<file path="src/rtl/baccarat_pkg.sv">
// Shared state encoding, result codes and card arithmetic for the baccarat round engine.
package baccarat_pkg;

  typedef enum logic [2:0] {IDLE, DEAL1, DEAL2, CHECK, P3, B3DEC, B3, RESULT} state_t;

  localparam logic [1:0] RES_NONE   = 2'b00;
  localparam logic [1:0] RES_PLAYER = 2'b01;
  localparam logic [1:0] RES_BANKER = 2'b10;
  localparam logic [1:0] RES_TIE    = 2'b11;

  function automatic logic [3:0] card_value(input logic [3:0] rank);
    return (rank >= 4'd10) ? 4'd0 : rank;
  endfunction

  function automatic logic [3:0] score3(input logic [3:0] c1, input logic [3:0] c2,
                                        input logic [3:0] c3);
    logic [4:0] s;
    s = {1'b0, card_value(c1)} + {1'b0, card_value(c2)} + {1'b0, card_value(c3)};
    return (s >= 5'd20) ? 4'(s - 5'd20) : (s >= 5'd10) ? 4'(s - 5'd10) : 4'(s);
  endfunction

  // Tableau keyed on the banker score and the value of hand 0's third card.
  function automatic logic banker_draws(input logic [3:0] bscore, input logic p_drew,
                                        input logic [3:0] p3val);
    logic d;
    if (!p_drew) d = (bscore <= 4'd5);
    else begin
      case (bscore)
        4'd0, 4'd1, 4'd2: d = 1'b1;
        4'd3:    d = (p3val != 4'd8);
        4'd4:    d = (p3val >= 4'd2) && (p3val <= 4'd7);
        4'd5:    d = (p3val >= 4'd4) && (p3val <= 4'd7);
        4'd6:    d = (p3val >= 4'd6) && (p3val <= 4'd7);
        default: d = 1'b0;
      endcase
    end
    return d;
  endfunction

endpackage

</file>
<file path="src/rtl/baccarat_hand_reg.sv">
// hand_reg: three 4-bit card slots of one hand with slot-indexed load, clear and live score.
module hand_reg
  import baccarat_pkg::*;
(
  input  logic        slow_clock,
  input  logic        resetb,
  input  logic        clear,
  input  logic        load,
  input  logic [1:0]  slot,
  input  logic [3:0]  card,
  output logic [11:0] cards,
  output logic [3:0]  score
);

  always_ff @(posedge slow_clock or negedge resetb) begin
    if (!resetb) cards <= '0;
    else if (clear) cards <= '0;
    else if (load) begin
      case (slot)
        2'd0:    cards[3:0]  <= card;
        2'd1:    cards[7:4]  <= card;
        default: cards[11:8] <= card;
      endcase
    end
  end

  assign score = score3(cards[3:0], cards[7:4], cards[11:8]);

endmodule

</file>
<file path="src/rtl/baccarat_table.sv">
// Baccarat round engine: deals N_HANDS player hands plus a banker hand from a valid/ready card stream.
// Define TABLE_TALLY_EN to add saturating per-hand win counters (hand_wins/banker_wins).
module baccarat_table
  import baccarat_pkg::*;
#(
  parameter int N_HANDS = 1,
  parameter int TALLY_W = 8
) (
  input  logic                  slow_clock,
  input  logic                  resetb,
  input  logic                  start,
  input  logic                  card_valid,
  input  logic [3:0]            card,
  output logic                  card_ready,
  output logic [N_HANDS*12-1:0] hand_cards,
  output logic [11:0]           banker_cards,
  output logic [N_HANDS*4-1:0]  hand_score,
  output logic [3:0]            banker_score,
  output logic [N_HANDS*2-1:0]  hand_result,
  output logic                  busy,
  output logic                  done
`ifdef TABLE_TALLY_EN
  ,
  output logic [N_HANDS*TALLY_W-1:0] hand_wins,
  output logic [N_HANDS*TALLY_W-1:0] banker_wins
`endif
);

  // pos walks the hands in deal order; BANK addresses the banker register
  localparam logic [2:0] BANK = 3'(N_HANDS);

  state_t                  state, state_n;
  logic [2:0]              pos, pos_n;
  logic [N_HANDS-1:0]      draw, draw_n;
  logic [N_HANDS*2-1:0]    result_n;
  logic                    busy_n, done_n, clear, take, natural;
  logic [1:0]              slot;
  logic [N_HANDS:0]        load;
  logic [N_HANDS:0][11:0]  cards_all;
  logic [N_HANDS:0][3:0]   score_all;

  assign card_ready = (state == DEAL1) || (state == DEAL2) || (state == P3) || (state == B3);
  // Out-of-range ranks complete the handshake but never reach a register
  assign take = card_valid && card_ready && (card >= 4'd1) && (card <= 4'd13);
  assign slot = (state == DEAL1) ? 2'd0 : (state == DEAL2) ? 2'd1 : 2'd2;

  for (genvar g = 0; g <= N_HANDS; g++) begin : g_hand
    assign load[g] = take && (pos == 3'(g));
    hand_reg u_hand (
      .slow_clock(slow_clock),
      .resetb    (resetb),
      .clear     (clear),
      .load      (load[g]),
      .slot      (slot),
      .card      (card),
      .cards     (cards_all[g]),
      .score     (score_all[g])
    );
  end

  for (genvar g = 0; g < N_HANDS; g++) begin : g_out
    assign hand_cards[g*12 +: 12] = cards_all[g];
    assign hand_score[g*4 +: 4]   = score_all[g];
  end
  assign banker_cards = cards_all[N_HANDS];
  assign banker_score = score_all[N_HANDS];

  always_comb begin
    state_n  = state;
    pos_n    = pos;
    draw_n   = draw;
    busy_n   = busy;
    done_n   = 1'b0;
    result_n = hand_result;
    clear    = 1'b0;
    natural  = 1'b0;
    case (state)
      IDLE: if (start) begin
        clear    = 1'b1;
        result_n = {N_HANDS{RES_NONE}};
        busy_n   = 1'b1;
        pos_n    = '0;
        draw_n   = '0;
        state_n  = DEAL1;
      end
      DEAL1, DEAL2: if (take) begin
        if (pos == BANK) begin
          pos_n   = '0;
          state_n = (state == DEAL1) ? DEAL2 : CHECK;
        end else pos_n = pos + 3'd1;
      end
      CHECK: begin
        for (int i = 0; i <= N_HANDS; i++) natural = natural | (score_all[i] >= 4'd8);
        if (natural) state_n = RESULT;
        else begin
          for (int i = N_HANDS - 1; i >= 0; i--) begin
            draw_n[i] = (score_all[i] <= 4'd5);
            if (draw_n[i]) pos_n = 3'(i);
          end
          state_n = (|draw_n) ? P3 : B3DEC;
        end
      end
      P3: if (take) begin
        state_n = B3DEC;
        for (int i = N_HANDS - 1; i >= 0; i--) begin
          if (draw[i] && (3'(i) > pos)) begin
            pos_n   = 3'(i);
            state_n = P3;
          end
        end
      end
      B3DEC: begin
        if (banker_draws(score_all[N_HANDS], draw[0], card_value(cards_all[0][11:8]))) begin
          pos_n   = BANK;
          state_n = B3;
        end else state_n = RESULT;
      end
      B3: if (take) state_n = RESULT;
      RESULT: begin
        for (int i = 0; i < N_HANDS; i++) begin
          if (score_all[i] > score_all[N_HANDS])      result_n[2*i +: 2] = RES_PLAYER;
          else if (score_all[i] < score_all[N_HANDS]) result_n[2*i +: 2] = RES_BANKER;
          else                                        result_n[2*i +: 2] = RES_TIE;
        end
        done_n  = 1'b1;
        busy_n  = 1'b0;
        state_n = IDLE;
      end
      default: state_n = IDLE;
    endcase
  end

  always_ff @(posedge slow_clock or negedge resetb) begin
    if (!resetb) begin
      state       <= IDLE;
      pos         <= '0;
      draw        <= '0;
      busy        <= 1'b0;
      done        <= 1'b0;
      hand_result <= {N_HANDS{RES_NONE}};
    end else begin
      state       <= state_n;
      pos         <= pos_n;
      draw        <= draw_n;
      busy        <= busy_n;
      done        <= done_n;
      hand_result <= result_n;
    end
  end

`ifdef TABLE_TALLY_EN
  logic [N_HANDS-1:0][TALLY_W-1:0] wins_p, wins_b;

  always_ff @(posedge slow_clock or negedge resetb) begin
    if (!resetb) begin
      wins_p <= '0;
      wins_b <= '0;
    end else if (state == RESULT) begin
      for (int i = 0; i < N_HANDS; i++) begin
        if ((result_n[2*i +: 2] == RES_PLAYER) && (wins_p[i] != '1)) wins_p[i] <= wins_p[i] + 1'b1;
        if ((result_n[2*i +: 2] == RES_BANKER) && (wins_b[i] != '1)) wins_b[i] <= wins_b[i] + 1'b1;
      end
    end
  end

  assign hand_wins   = wins_p;
  assign banker_wins = wins_b;
`endif

endmodule

</file>
<file path="config.mk">
export PLATFORM = sky130hd
export DESIGN_NAME = baccarat_table
export DESIGN_NICKNAME = d
export VERILOG_FILES = /design/src/rtl/baccarat_pkg.sv /design/src/rtl/baccarat_hand_reg.sv /design/src/rtl/baccarat_table.sv
export SDC_FILE = /design/constraint.sdc
export NUM_CORES = 1
export LEC_CHECK = 0
export CAP_MARGIN = 10
export CORE_ASPECT_RATIO = 1.75
export CORE_MARGIN = 2
export CORE_UTILIZATION = 40
export CTS_CLUSTER_DIAMETER = 150
export CTS_CLUSTER_SIZE = 20
export DETAILED_ROUTE_END_ITERATION = 7
export GPL_TIMING_DRIVEN = 0
export PLACE_DENSITY_LB_ADDON = 0.1
export REMOVE_ABC_BUFFERS = 1
export SLEW_MARGIN = 25
export SYNTH_ARGS = -nofsm -noshare
export SYNTH_HDL_FRONTEND = slang
export SYNTH_SLANG_ARGS = --single-unit
</file>
<file path="constraint.sdc">
create_clock -name slow_clock -period 5.07 [get_ports slow_clock]
set_clock_uncertainty 0.2 [all_clocks]
set_input_delay 1.521 -clock slow_clock [delete_from_list [all_inputs] [get_ports slow_clock]]
set_output_delay 1.521 -clock slow_clock [all_outputs]
set_load 0.02 [all_outputs]
</file>
### Word-level counts from Yosys, hierarchy flattened

Index checks and enable logic that the tools add are counted.

| cells by class | value |
|---|---|
| mux-type cells | 54 |
| equality and inequality tests | 26 |
| add/sub/neg operators | 9 |
| bitwise gates (word level) | 1 |
| div/mod/pow operators | 0 |
| reductions and logical operators | 36 |
| magnitude comparators | 23 |
| multiply operators | 0 |
| shifts and indexed selects | 0 |

Operators by type and width:

| kind | count |
|---|---|
| 2-to-1 mux 4 bit | 13 |
| 2-to-1 mux 12 bit | 4 |
| 2-to-1 mux 3 bit | 13 |
| greater-or-equal comparator 4 bit, second input constant | 8 |
| one-hot mux 3 bit (7 select lines) | 1 |
| != test 2 bit, second input constant | 8 |
| one-hot mux 3 bit (5 select lines) | 1 |
| AND reduction 2 bit | 7 |
| 2-to-1 mux 1 bit | 13 |
| equality test 3 bit, second input constant | 4 |
| equality test 4 x 3 -> 1 bit, second input constant | 3 |
| less-or-equal comparator 4 x 3 -> 1 bit, second input constant | 3 |
| nonzero test 2 bit | 6 |
| adder 4 x 4 -> 5 bit | 2 |
| adder 5 x 4 -> 5 bit | 2 |
| greater-or-equal comparator 5 x 4 -> 1 bit, second input constant | 2 |
| greater-or-equal comparator 5 bit, second input constant | 2 |
| 2-to-1 mux 2 bit | 5 |
| logical AND 1 bit | 9 |
| equality test 4 x 2 -> 1 bit, second input constant | 2 |
| greater-or-equal comparator 4 x 3 -> 1 bit, second input constant | 2 |
| AND reduction 8 bit | 1 |
| subtractor 4 x 3 -> 4 bit, second input constant | 2 |
| subtractor 4 bit, second input constant | 2 |
| 26 further kinds | 34 |

| storage, ports and cells | value |
|---|---|
| memory bits (read-only) | 0 |
| output and inout port bits | 37 |
| logic and storage cells | 161 |
| input port bits | 8 |
| latch bits | 0 |
| flip-flop bits (word level) | 35 |
| memories kept | 0 |
| bits in writable memories | 0 |

### Depth between registers and ports, before layout

Gate-level depths: netlist of run 1.

| depth | value |
|---|---|
| depth in word-level cells | 14 |
| gate-level depth with buffers | 17 |
| gate-level depth less buffers | 17 |

### Hierarchy

Synthesis of run 1 repeated with hierarchy kept, for this count alone.

| second synthesis, totals | value |
|---|---|
| cells, all modules | 304 |
| area total of the unflattened synthesis | 2775.2 um^2 |

Modules (own cells, without submodules):

| module | cells an instance | area an instance (um^2) | instances |
|---|---|---|---|
| hand_reg | 101 | 953.4 | 2 |
| baccarat_table | 102 | 868.3 | 1 |

### Least setup slack after synthesis of run 1

No wires, ideal clock.

| path | value |
|---|---|
| path kind | reg-to-output |
| from | reg g_hand[0].u_hand.cards[11] |
| to | out hand_score[2] |
| slack | -0.038 ns |
| stages on the path, launching flop included | 11 |
| data required time | 3.349 ns |
| arrival time | 3.387 ns |
| path through | dfrtp_1 o21ai_0 and2_1 fa_1 ha_1 fa_1 clkbuf_1 inv_1 ha_1 or4_1 and4_1 |

| between the ends | value |
|---|---|
| cells in the longest elaborated chain, start to end | 6 |
| elaborated cells between the ends (all ways) | 9 |

Ends and longest elaborated chain:

| what | line | text |
|---|---|---|
| start, declared | baccarat_hand_reg.sv:11 | `output logic [11:0] cards,` |
| start signal, assigned | baccarat_hand_reg.sv:22 | `default: cards[11:8] <= card;` |
| greater-or-equal comparator 4 bit | baccarat_pkg.sv:12 | `return (rank >= 4'd10) ? 4'd0 : rank;` |
| 2-to-1 mux 4 bit * | baccarat_pkg.sv:12 |  |
| adder 5 x 4 -> 5 bit * | baccarat_pkg.sv:18 | `s = {1'b0, card_value(c1)} + {1'b0, card_value(c2)} + {1'b0, card_value(c3)};` |
| subtractor 4 bit / greater-or-equal comparator 5 x 4 -> 1 bit (equally long branches) | baccarat_pkg.sv:19 | `return (s >= 5'd20) ? 4'(s - 5'd20) : (s >= 5'd10) ? 4'(s - 5'd10) : 4'(s);` |
| 2-to-1 mux 4 bit | baccarat_pkg.sv:19 |  |
| 2-to-1 mux 4 bit * | baccarat_pkg.sv:19 |  |
| end, declared | baccarat_table.sv:17 | `output logic [N_HANDS*4-1:0] hand_score,` |

Mark *: on every way between the ends. The rest lies on a longest branch, timed or not.

### Worst setup path in the final report of run 1

| path | value |
|---|---|
| from | reg g_hand[0].u_hand.cards[9] |
| to | out hand_score[2] |

Same word-level chain as after synthesis.

==> results.md, run 1 <==
- The proportion of register bits with asynchronous set or reset after synthesis is 100.0%.
- The number of different library cells used by synthesis comes to 59.
- The worst min-delay path class is flop to flop.
- The capturing element type of the critical path is an output port.
- The aggregate routed wire length is 8.060 mm.
- The clock tree root buffer cell is sky130_fd_sc_hd__clkbuf_16.
- The core outline area is 6907 µm².
- For this run, the slowest stage of the critical path takes 550 ps.
- For this run, the number of Yosys warnings is 0.
- The number of antenna repair diodes is 0.
- The relative area change from synthesis to final layout is 44.51%.
- Dividing the final minimum period by the clock period gives 100.6%.
- The die extent in y is 116.1 µm.
- The tightest hold path in the finished design has a slack of 286.8 ps.
- The largest fanout on the critical path is 4.
- The arrival time at the worst endpoint is 3380 ps.
- Static timing analysis puts the maximum clock frequency at 196.1 MHz.
- The minimum clock period after layout is 5101 ps.
- The clock sink total is 35.
- The chip width is 68.06 µm.
- The startpoint identified for the worst register-to-register timing path is g_hand[0].u_hand.cards[9].
- The critical path launch point is g_hand[0].u_hand.cards[9].
- CTS built an H-tree with a depth of 2.
- The effective utilization at floorplan is 41.59%.
- Measured on the finished design, the core utilization comes to 60.11%.
- The global router's overall resource usage is 21.75%.
- The die covers 7902 µm².
- The synthesized design spends more area on one cell type than any other, namely sky130_fd_sc_hd__dfrtp_1.
- The number of global-route vias before repair was 2709.
- The slew at the pin closest to its max-slew limit is 697.1 ps.
- Counting the buffers created by CTS gives 5.
- For this design the top-level I/O count stands at 45.
- Across all layers, the routed design uses 2675 vias.
- The commonest cells after synthesis are sky130_fd_sc_hd__dfrtp_1, sky130_fd_sc_hd__mux2_2, sky130_fd_sc_hd__inv_1, sky130_fd_sc_hd__nor2_1, sky130_fd_sc_hd__o21ai_0.
- The worst slew margin relative to its limit is 53.27%.
- The first-pass iteration count of the detailed router is 4.
- The post-synthesis area per instance is 9.327 µm².
- Walking the worst path, the cells encountered are nor2b_2 -> fa_1 -> ha_4 -> fa_2 -> inv_2 -> ha_4 -> nand2b_4 -> a21boi_4 -> buf_6 -> or4_1 -> and4_4 -> buf_6.
- The most common cell in the synthesized netlist is sky130_fd_sc_hd__dfrtp_1.
- The number of cells in the finished layout apart from fillers is 478.
- The worst slack after detailed placement is -716.9 ps.
- The row count is 40.
- The number of hold-slack violations in the final timing report is 0.
- After technology mapping, the gate count stands at 308.
- The fraction of layout cells with a size suffix above 1 is 37.56%.
- Once placement completed, the tool counted placed cells totaling 428.
- The initial antenna violation count is 0.
- The clock transition at the register clock pins on the worst setup and hold paths after CTS is 60 ps.
- The type of the worst setup path is flop to output port.
- TritonCTS built the clock tree.
- The run finished, with violations left.
- The most used flip-flop cell after synthesis is sky130_fd_sc_hd__dfrtp_1.
- The critical path's slowest cell is sky130_fd_sc_hd__fa_2.
- Setup violations remaining at the end of the flow were counted as 2.
- The part of the Yosys area used for sequential elements is 30.49%.
- The checks that failed: setup timing.
- The number of nets with antenna violations after routing is 0.
- The final number of max-transition violations was 0.
- The number of maximum-capacitance constraint violations is 0.
- The top cell type's share of synthesized area is 30.49%.
- The first global-routing pass estimated 12.97 mm of wire.
- The worst setup path is launched from a flop.
- Dividing the detail-routed wire length by the instance count gives 16.86 µm.
- The first routing iteration left 166 violations.
- The number of register bits inferred by synthesis is 35.
- The per-cell via count in the routed design is 5.596.
- The overall overflow remaining after global route is 0.
- For the worst setup path, the data required time is 3350 ps.
- By area the synthesized netlist is led by sky130_fd_sc_hd__dfrtp_1, sky130_fd_sc_hd__mux2_2, sky130_fd_sc_hd__fa_1.
- Counting flops with a built-in enable in the synthesized netlist gives 0.
- The port buffer count is 44.
- The pin count of the biggest net entering global routing is 28.
- Setup repair after global routing could not meet its margin everywhere.
- The number of hold buffers added after CTS was 0.
- The final layout contains 425 nets.
- The setup slack of the critical path after layout is -30.53 ps.
- The final routed DRC violation total is 0.
- The congestion estimate from routability-driven global placement came to 0.8971.
- The clock network latency to the later pin of the worst-skew pair is 280 ps.
- In this run the most critical hold path is launched from busy.
- The maximum buffer depth of the clock tree is 2.
- Once detailed placement completed, the half-perimeter wirelength came to 5.772 mm.
- The synthesized netlist occupies a cell area of 2873 µm².
[final cells by class]
type                    instances  area [µm²]
fillers                       609        2755
multi-input cells             239        2147
flip-flops and latches         35       880.8
repair buffers                 87       772.0
clock buffers                   5       125.1
well taps                      84       105.1
inverters                      25       96.34
clock inverters                 3       25.02
[repair_timing]
action                                  4_1_cts  5_1_grt
setup buffers                                37        5
pin swaps                                    20        6
gates resized for setup                      88       23
endpoints found under the setup margin        6        6
[kinds of logic after synthesis]
kind of cell,after synthesis,share of synthesized area (%)
multiplexers,27,10.54
adder cells (fa/ha/maj),25,13.41
XOR/XNOR,8,2.701
buffers and inverters,34,4.486
flip-flops,35,30.49
AND/OR/NAND/NOR,101,19.86
AO/OA/AOI/OAI,78,18.51
[worst max-delay path: cells and delay by family (launching register included)]
family	cells	cell delay (ps)
and+or+nand+nor	4	940
buffers and inverters	3	300
adders and majority gates	4	1380
DFF	1	420
AOI/OAI and AO/OA	1	60
[state kept, by name, indices dropped and copies added (netlist names)]
signal               count
busy                     1
pos                      3
g_hand.u_hand.cards     24
state                    3
done                     1
hand_result              2
draw                     1
[final timing paths]
kind / end / slack, ps / cells past startpoint
min in group asynchronous: state[0] / 900 / 1
min: busy / 290 / 1
max reg2reg: pos[0] / 790 / 14
max in group asynchronous: g_hand[1].u_hand.cards[3] / 3330 / 2
max: hand_score[2] / -30 / 12
min reg2reg: busy / 290 / 1
[metal layers]
layer / vias up / share of wire, % / global-route usage (%)
li1: 1292 / - / -
met1: 1312 / 40 / 24.43
met2: 55 / 54 / 38.77
met3: 16 / 3.1 / 3.276
met4: 0 / 3.1 / 10.67
met5: - / 0 / 0
[placed cells by master, fill, tap and decap left out, types with 3 or more instances in the layout]
cell / netlist / layout
sky130_fd_sc_hd__dfrtp_2: 0 / 4
sky130_fd_sc_hd__fa_2: 0 / 4
sky130_fd_sc_hd__nor2b_2: 0 / 5
sky130_fd_sc_hd__nand3_1: 9 / 8
sky130_fd_sc_hd__nand2_1: 13 / 13
sky130_fd_sc_hd__nor4_1: 4 / 3
sky130_fd_sc_hd__o21ai_0: 19 / 13
sky130_fd_sc_hd__ha_4: 0 / 7
sky130_fd_sc_hd__xnor2_1: 5 / 5
sky130_fd_sc_hd__a21boi_4: 1 / 3
sky130_fd_sc_hd__nor2b_1: 16 / 8
sky130_fd_sc_hd__inv_1: 25 / 19
sky130_fd_sc_hd__clkbuf_16: 0 / 5
sky130_fd_sc_hd__fa_1: 10 / 6
sky130_fd_sc_hd__o21ai_1: 1 / 6
sky130_fd_sc_hd__a31oi_1: 6 / 6
sky130_fd_sc_hd__buf_4: 0 / 42
sky130_fd_sc_hd__ha_1: 14 / 6
sky130_fd_sc_hd__nand2b_1: 8 / 7
sky130_fd_sc_hd__mux2_2: 26 / 25
sky130_fd_sc_hd__inv_2: 0 / 5
sky130_fd_sc_hd__clkdlybuf4s50_1: 0 / 37
sky130_fd_sc_hd__a21oi_1: 16 / 14
sky130_fd_sc_hd__nor2b_4: 0 / 3
sky130_fd_sc_hd__a21bo_2: 4 / 4
sky130_fd_sc_hd__dfrtp_1: 35 / 31
sky130_fd_sc_hd__nor2_1: 21 / 19
sky130_fd_sc_hd__buf_6: 0 / 5
sky130_fd_sc_hd__or4_1: 3 / 3
sky130_fd_sc_hd__o211ai_1: 3 / 3
[per-stage QoR]
step / cell area, µm² / setup TNS, ps
5_1_grt: 4151 / -382.7
3_5_place_dp: 3403 / -3364
2_1_floorplan: 2838 / 0
6_report: 4151 / -58.09
4_1_cts: 4011 / -59.56
3_3_place_gp: 3383 / -3074
Power of run 1 is left out: the tool's default activity adds up to more than one toggle a clock period on the data nets, which glitch-free logic cannot reach.
==> run 2, diff against run 1 <==
==> constraint.sdc (replaced) <==
create_clock -name slow_clock -period 4.15 [get_ports slow_clock]
set_clock_uncertainty 0.2 [all_clocks]
set_input_delay 1.245 -clock slow_clock [delete_from_list [all_inputs] [get_ports slow_clock]]
set_output_delay 1.245 -clock slow_clock [all_outputs]
set_load 0.02 [all_outputs]
==> run 2 against run 1 <==
Compared with the run above: the run still ends with setup timing left; die area stayed put; wire length is 4.4% higher; global-route usage is 1.3 points higher; largest cell class unchanged; count of clock-buffer cells in the layout stayed put; setup slack worse by 670 ps; worst hold slack worse by 1.4 ps; final area is 7.9% higher; non-clock buffer count is 14 higher; critical path depth is 1 higher; register-to-register slack worse by 680 ps; sequential share of layout area is 1.6 points lower.
==> results.md, run 2 (same netlist as run 1, synthesis figures left out) <==
- The worst slew margin relative to its limit is 55.15%.
- The starting DRC count in detailed routing is 158.
- The routed design uses 4.525 mm of met2 wire.
- The critical path's slowest cell is sky130_fd_sc_hd__fa_1.
- The worst setup path is launched from a flop.
- Global routing used 23.03% of the available tracks.
- Routed signal wires occupy layers up through met4.
- The chip width is 68.06 µm.
- For this run, design rule violations remaining after detail routing come to 0.
- The kind of cell adding the most delay to the critical path is adder cells.
- The routed design could run at a clock period as short as 4848 ps.
- CTS built an H-tree with a depth of 2.
- The register with the most flip-flops in the final layout is g_hand.u_hand.cards.
- The number of global-route vias before repair is 2830.
- The number of I/O pins is 45.
- The cell depth of the worst min-delay path is 1.
- The floorplan step set the die height to 116.1 µm.
- The delay of the slowest cell on the worst path is 580 ps.
- Data on the critical path is required at its endpoint by 2700 ps.
- The final number of max-transition violations is 0.
- The end-of-flow core utilization is 64.87%.
- The register with the most flip-flops in the layout has 24 of them.
- Routability-driven placement finished with a final weighted congestion of 0.8971.
- The die covers 7902 µm².
- The number of antenna repair diodes is 0.
- The clock network latency to the later pin of the worst-skew pair is 280 ps.
- The placed wire-length estimate is 5.772 mm.
- The TritonCTS clock tree is done.
- The relative area change from synthesis to final layout is 55.97%.
- The initial antenna violation count is 0.
- The worst setup path is of the flop to output port kind.
- The final critical path takes up 116.8% of the cycle.
- The clock sink total is 35.
- The critical path goes through nor2b_4 -> fa_1 -> ha_4 -> inv_2 -> fa_2 -> inv_2 -> ha_4 -> a21bo_2 -> or3_4 -> a211oi_4 -> nor2_2 -> inv_2 -> buf_6.
- The overall overflow remaining after global route is 0.
- CTS placed an instance of sky130_fd_sc_hd__clkbuf_16 at the clock tree root.
- The pre-antenna-repair detailed-routing pass consisted of 4 iterations.
- The sequential cell area is 880.8 µm².
- The worst reg2reg path depth is 15.
- The number of maximum-capacitance constraint violations is 0.
- Clock-pin slew was measured on the worst setup and hold paths at 60 ps.
- The slew at the pin closest to its max-slew limit is 669.0 ps.
- Dividing the detail-routed wire length by the instance count gives 17.10 µm.
- The flow ran to the end, but the final reports show violations.
- The buffer and inverter count on the worst path is 4.
- The arrival time at the worst endpoint is 3400 ps.
- Setup slack on the critical path of the routed design comes to -698.0 ps.
- The pin count of the biggest net entering global routing is 28.
- Fill cells in the final layout number 573.
- The post-route netlist has 44.85% of its cells at a drive strength greater than 1.
- The largest fanout on the critical path is 4.
- The library cell used most frequently in the layout, excluding fill and tap cells, is sky130_fd_sc_hd__buf_4.
- The upper clock frequency limit is 206.3 MHz.
- TritonCTS created 5 clock buffers.
- Once the floorplan was initialized, standard cells occupied 41.59% of the core.
- The largest registers in the layout are g_hand.u_hand.cards: 24 flops, pos: 3 flops, state: 3 flops.
- The routed design has 8.415 mm of wire.
- Once detail routing completed, the nets flagged for antenna violations numbered 0.
- The capturing element type of the critical path is an output port.
- The final reports fail on setup timing.
- Setup repair after global routing could not meet its margin everywhere.
- The row count is 40.
- The detailed router put a total of 3.240 mm of wire on met1.
- The routed layout has 2758 vias.
- The most frequent cell on the critical path is sky130_fd_sc_hd__inv_2.
- The number of hold-slack violations in the final timing report is 0.
- Counting buffers and inverters, the worst setup path is 13 cells deep.
- The met3 layer wire length in the routed design is 307 µm.
- The min-delay analysis places its worst path in the category flop to flop.
- The core outline area is 6907 µm².
- In this run the tool buffered the top-level ports with 44 buffer cells.
- The maximum buffer depth of the clock tree is 2.
- The net count of the finished layout is 439.
- In the layout the commonest cells are sky130_fd_sc_hd__buf_4, sky130_fd_sc_hd__clkdlybuf4s50_1, sky130_fd_sc_hd__dfrtp_1, sky130_fd_sc_hd__mux2_2, sky130_fd_sc_hd__nor2_1.
- The per-cell via count in the routed design is 5.606.
- The multi-input combinational cells in the finished layout cover a total of 2333 µm².
- Setup violations remaining at the end of the flow were counted as 6.
- The first-pass GRT wire length is 13.79 mm.
run 2: cell types whose count changed in the layout (fill, tap and decap cells not counted), sizes merged:
cell and delta:
buf +14
run 2: cell type report:
type | instances | area share, %
clock buffers | 5 | 2.793
clock inverters | 3 | 0.5585
inverters | 25 | 2.262
multi-input cells | 239 | 52.08
flip-flops and latches | 35 | 19.66
well taps | 84 | 2.346
repair buffers | 101 | 20.30
run 2: path summary, 6_finish.rpt:
kind | start | to | slack [ps]
worst max register to register | g_hand[0].u_hand.cards[9] | pos[0] | 110
min in group asynchronous | resetb | state[0] | 630
max in group asynchronous | resetb | g_hand[1].u_hand.cards[3] | 2680
worst min register to register | busy | busy | 290
worst min-delay path | busy | busy | 290
worst max-delay path | g_hand[1].u_hand.cards[1] | banker_score[1] | -700
run 2: layer usage:
layer  up-vias  global-route usage [%]
met5         -                       0
met4         0                   10.80
met3        18                   3.276
met2        80                   41.10
met1      1340                   26.16
li1       1320                       -
run 2: repair_timing:
item,CTS,global route
buffers inserted,52,10
hold buffers,0,0
resized for setup,120,35
pin swaps,35,20
endpoints found under the setup margin,12,13
gates cloned,0,0
run 2: stage by stage:
step           std cells  setup TNS [ps]  area, µm²  hold WS (ps)  worst slack (ps)
2_1_floorplan        299           -2899       2838         272.8            -585.0
3_3_place_gp         427           -8372       3383         271.0             -1322
3_5_place_dp         428           -9006       3403         279.3             -1361
4_1_cts              488           -3813       4257         294.2            -708.0
5_1_grt              492           -3980       4481         300.1            -793.6
6_report             492           -3347       4481         285.5            -698.0
Power of run 2 is left out for the same reason.
==> run 3, diff against run 2 <==
--- a/config.mk
+++ b/config.mk
@@ -18,4 +18,5 @@
 export SLEW_MARGIN = 25
 export SYNTH_ARGS = -nofsm -noshare
 export SYNTH_HDL_FRONTEND = slang
+export SYNTH_HIERARCHICAL = 1
 export SYNTH_SLANG_ARGS = --single-unit
==> run 3 against run 2 <==
Compared with the run above: the flow still finishes with violations (setup timing); final area down 3.5%; setup slack better by 32 ps; count of clock-buffer cells in the layout up 1; sequential cell count unchanged; sequential share of layout area up 0.79 points; worst hold slack worse by 7.6 ps; maximum frequency up 0.67%; global-route usage down 1.6 points; critical endpoint unchanged.
==> results.md, run 3 <==
- The proportion of register bits with asynchronous set or reset after synthesis is 100.0%.
- The post-synthesis compound-gate area fraction is 14.83%.
- The aggregate routed wire length is 8.254 mm.
- The worst path uses 116.0% of the clock period.
- The starting DRC count in detailed routing is 88.
- The area of all placed cells without fillers is 4325 µm².
- Summed over its instances, the top area cell type makes up 31.56% of the synthesized netlist area.
- The maximum buffer depth of the clock tree is 2.
- The number of distinct standard cells referenced by the synthesized netlist is 51.
- In this run the tool buffered the top-level ports with 44 buffer cells.
- The number of register bits inferred by synthesis is 35.
- The repair_antennas step left the layout with diodes totalling 0.
- In the layout the commonest cells are sky130_fd_sc_hd__buf_4, sky130_fd_sc_hd__clkdlybuf4s50_1, sky130_fd_sc_hd__nor2_1, sky130_fd_sc_hd__dfrtp_1, sky130_fd_sc_hd__nand2_1.
- In this run the register-to-register setup slack is -260 ps.
- Adding up every negative setup slack in the final design gives -4824 ps.
- The cell with the most instances after synthesis is sky130_fd_sc_hd__dfrtp_1.
- Clock latency on the worst-skew pair, taken at its later pin, is 270 ps.
- The level count of the clock H-tree is 2.
- The cell taking the most area after synthesis is sky130_fd_sc_hd__dfrtp_1.
- The effective utilization at floorplan is 40.77%.
- The per-cell via count in the routed design is 5.376.
- The final routed DRC violation total is 0.
- The setup slack of the critical path after layout is -665.9 ps.
- The post-synthesis share of cell area spent on full adders, half adders and majority gates is 14.43%.
- Clock-pin slew was measured on the worst setup and hold paths at 50 ps.
- The die covers 7646 µm².
- The register with the most flip-flops in the layout has 24 of them.
- The routed layout has 2634 vias.
- In the synthesized netlist, the number of instances is 304.
- The kind of start point of the critical path is a flop.
- The number of global-route vias before repair is 2592.
- The row count is 40.
- 45 I/O pins were placed.
- The fraction of synthesized area in multiplexers is 7.619%.
- Summed over all layers, the global routing overflow is 0.
- TritonCTS built the clock tree.
- The post-place instance area is 3331 µm².
- The largest single stage delay on the critical path is 520 ps.
- The routability congestion estimate is 0.8463.
- The number of fill cells is 606.
- Counting both buffers and inverters, the worst setup path holds a total of 2.
- The simple-gate portion of the synthesized area is 26.38%.
- The checks that failed: setup timing.
- The first-pass iteration count of the detailed router is 4.
- The relative area change from synthesis to final layout is 55.86%.
- The wire length per cell is 16.84 µm.
- The total standard cell area after synthesis is 2775 µm².
- More flip-flops sit in one register than any other, and that register is g_hand.u_hand/cards.
- The warning count from the yosys run is 6.
- The average instance in the mapped netlist occupies 9.129 µm².
- The largest fanout on the critical path is 4.
- The type of the worst setup path is flop to output port.
- For the pin with the worst max-slew slack, the measured transition is 666.8 ps.
- The placed wire-length estimate is 5.342 mm.
- The minimum clock period after layout is 4816 ps.
- The clock tree root buffer cell is sky130_fd_sc_hd__clkbuf_16.
- In this run the tightest slew margin relative to its limit is 55.40%.
- After Yosys synthesis, XOR and XNOR cells account for 1.262% of the synthesized area.
- Global routing used 21.43% of the available tracks across all layers.
- The initial antenna violation count was 0.
- Buffers inserted during clock tree synthesis total 5.
- Summing the sequential cell areas from Yosys gives 31.56% of the chip area.
- After floorplanning, the core was sized to cover 6807 µm².
- The arrival time at the worst endpoint is 3370 ps.
- The clock sink total is 35.
- After synthesis, the most frequently instantiated cells are sky130_fd_sc_hd__dfrtp_1, sky130_fd_sc_hd__nor2_1, sky130_fd_sc_hd__nand2_1, sky130_fd_sc_hd__mux2i_1, sky130_fd_sc_hd__inv_1.
- Once detail routing completed, the nets flagged for antenna violations numbered 0.
- STA classifies the critical path endpoint as an output port.
- After synthesis, the largest family of logic cells by area is simple AND/OR/NAND/NOR gates.
- Max-cap violations in this run came to 0.
- The pin count of the biggest net entering global routing is 24.
- Ranked by total cell area, the synthesized netlist is headed by sky130_fd_sc_hd__dfrtp_1, sky130_fd_sc_hd__fa_1, sky130_fd_sc_hd__ha_1.
- Setup violations remaining at the end of the flow were counted as 13.
- The first global-routing pass estimated 12.52 mm of wire.
- The kind of cell with the highest combined delay along the critical path is adder cells.
- The number of hold buffers added after cts is 0.
- The number of synthesized flops with an enable pin is 0.
- The critical path's slowest cell is sky130_fd_sc_hd__fa_1.
- Setup repair after global routing could not meet its margin everywhere.
- At the placement stage, the worst setup path has a slack of -1420 ps.
- Data on the critical path is required at its endpoint by 2700 ps.
- The most used flip-flop cell after synthesis is sky130_fd_sc_hd__dfrtp_1.
- After the last flow step, the layout net total stands at 440.
- The run finished, with violations left.
- The final number of max-transition violations was 0.
- Traced cell by cell, the critical path runs through nor2b_4 -> fa_1 -> ha_4 -> fa_2 -> xor2_2 -> inv_2 -> ha_2 -> nor3b_4 -> or4_1 -> a22oi_2 -> a211o_1 -> buf_6.
- The chip width is 66.97 µm.
- In this run the worst hold path is classified as flop to flop.
- The number of hold-slack violations in the final timing report is 0.
- Based on the critical path, the design can be clocked at up to 207.6 MHz.
- The end-of-flow core utilization is 63.55%.
- The library cell used most frequently in the layout, excluding fill and tap cells, is sky130_fd_sc_hd__buf_4.
- In the final layout, the registers with the most flip-flops are g_hand.u_hand/cards: 24 flops, pos: 3 flops, state: 3 flops.
- The die extent in y is 114.2 µm.
- In the final layout, the share of cells above drive strength 1 is 39.41%.
==> run 3: cell count changes after synthesis, moves of 4 or more <==
cell and delta:
sky130_fd_sc_hd__nor2_1 +12, sky130_fd_sc_hd__inv_1 -6, sky130_fd_sc_hd__nand2_1 +11, sky130_fd_sc_hd__mux2_2 -26
sky130_fd_sc_hd__nand3_1 +7, sky130_fd_sc_hd__mux2i_1 +19, sky130_fd_sc_hd__clkbuf_1 -4, sky130_fd_sc_hd__a21bo_2 -4
==> run 3: kinds of logic (layout without fill, tap and decap cells) <==
| logic type | after synthesis | count (layout) |
|---|---|---|
| compound gates | 61 | 61 |
| fa+ha+maj | 26 | 26 |
| flops | 35 | 35 |
| simple gates | 129 | 129 |
| xor+xnor | 4 | 4 |
| mux | 21 | 21 |
| buf+inv | 28 | 130 |
==> run 3: stage by stage <==
stage	hold slack, ps	instances
6_report	277.9	490
5_1_grt	309.5	490
4_1_cts	286.6	474
3_5_place_dp	274.5	427
3_3_place_gp	264.8	425
2_1_floorplan	294.2	297
==> run 3: per-layer routing <==
metal	wire length, µm	part of all wire [%]	GRT usage, %
met1	3254	39	25.49
met2	4589	56	39.60
met3	212	2.6	2.065
met4	197	2.4	6.395
met5	0	0	0
==> run 3: timing repair <==
item / in CTS / in global routing
pin swaps: 21 / 35
setup endpoints to repair: 13 / 13
buffers inserted: 40 / 22
gates resized for setup: 74 / 62
==> run 3: final timing paths <==
| path | to | depth (start not counted) | start |
|---|---|---|---|
| min reg2reg | busy | 1 | busy |
| min | busy | 1 | busy |
| max in group asynchronous | g_hand[0].u_hand/cards[11] | 2 | resetb |
| min in group asynchronous | pos[0] | 1 | resetb |
| max | banker_score[1] | 12 | g_hand[1].u_hand/cards[5] |
| max reg2reg | hand_result[1] | 20 | g_hand[1].u_hand/cards[5] |
==> run 3: layout make-up <==
class	instances	area [µm²]	area share [%]
timing repair buffer	102	914.6	21.15
clock inverter	1	30.03	0.6942
inverter	21	78.83	1.822
clock buffer	6	128.9	2.979
multi-input combinational	241	2183	50.48
sequential	35	884.6	20.45
tap	84	105.1	2.430
Power of run 3 is left out for the same reason.
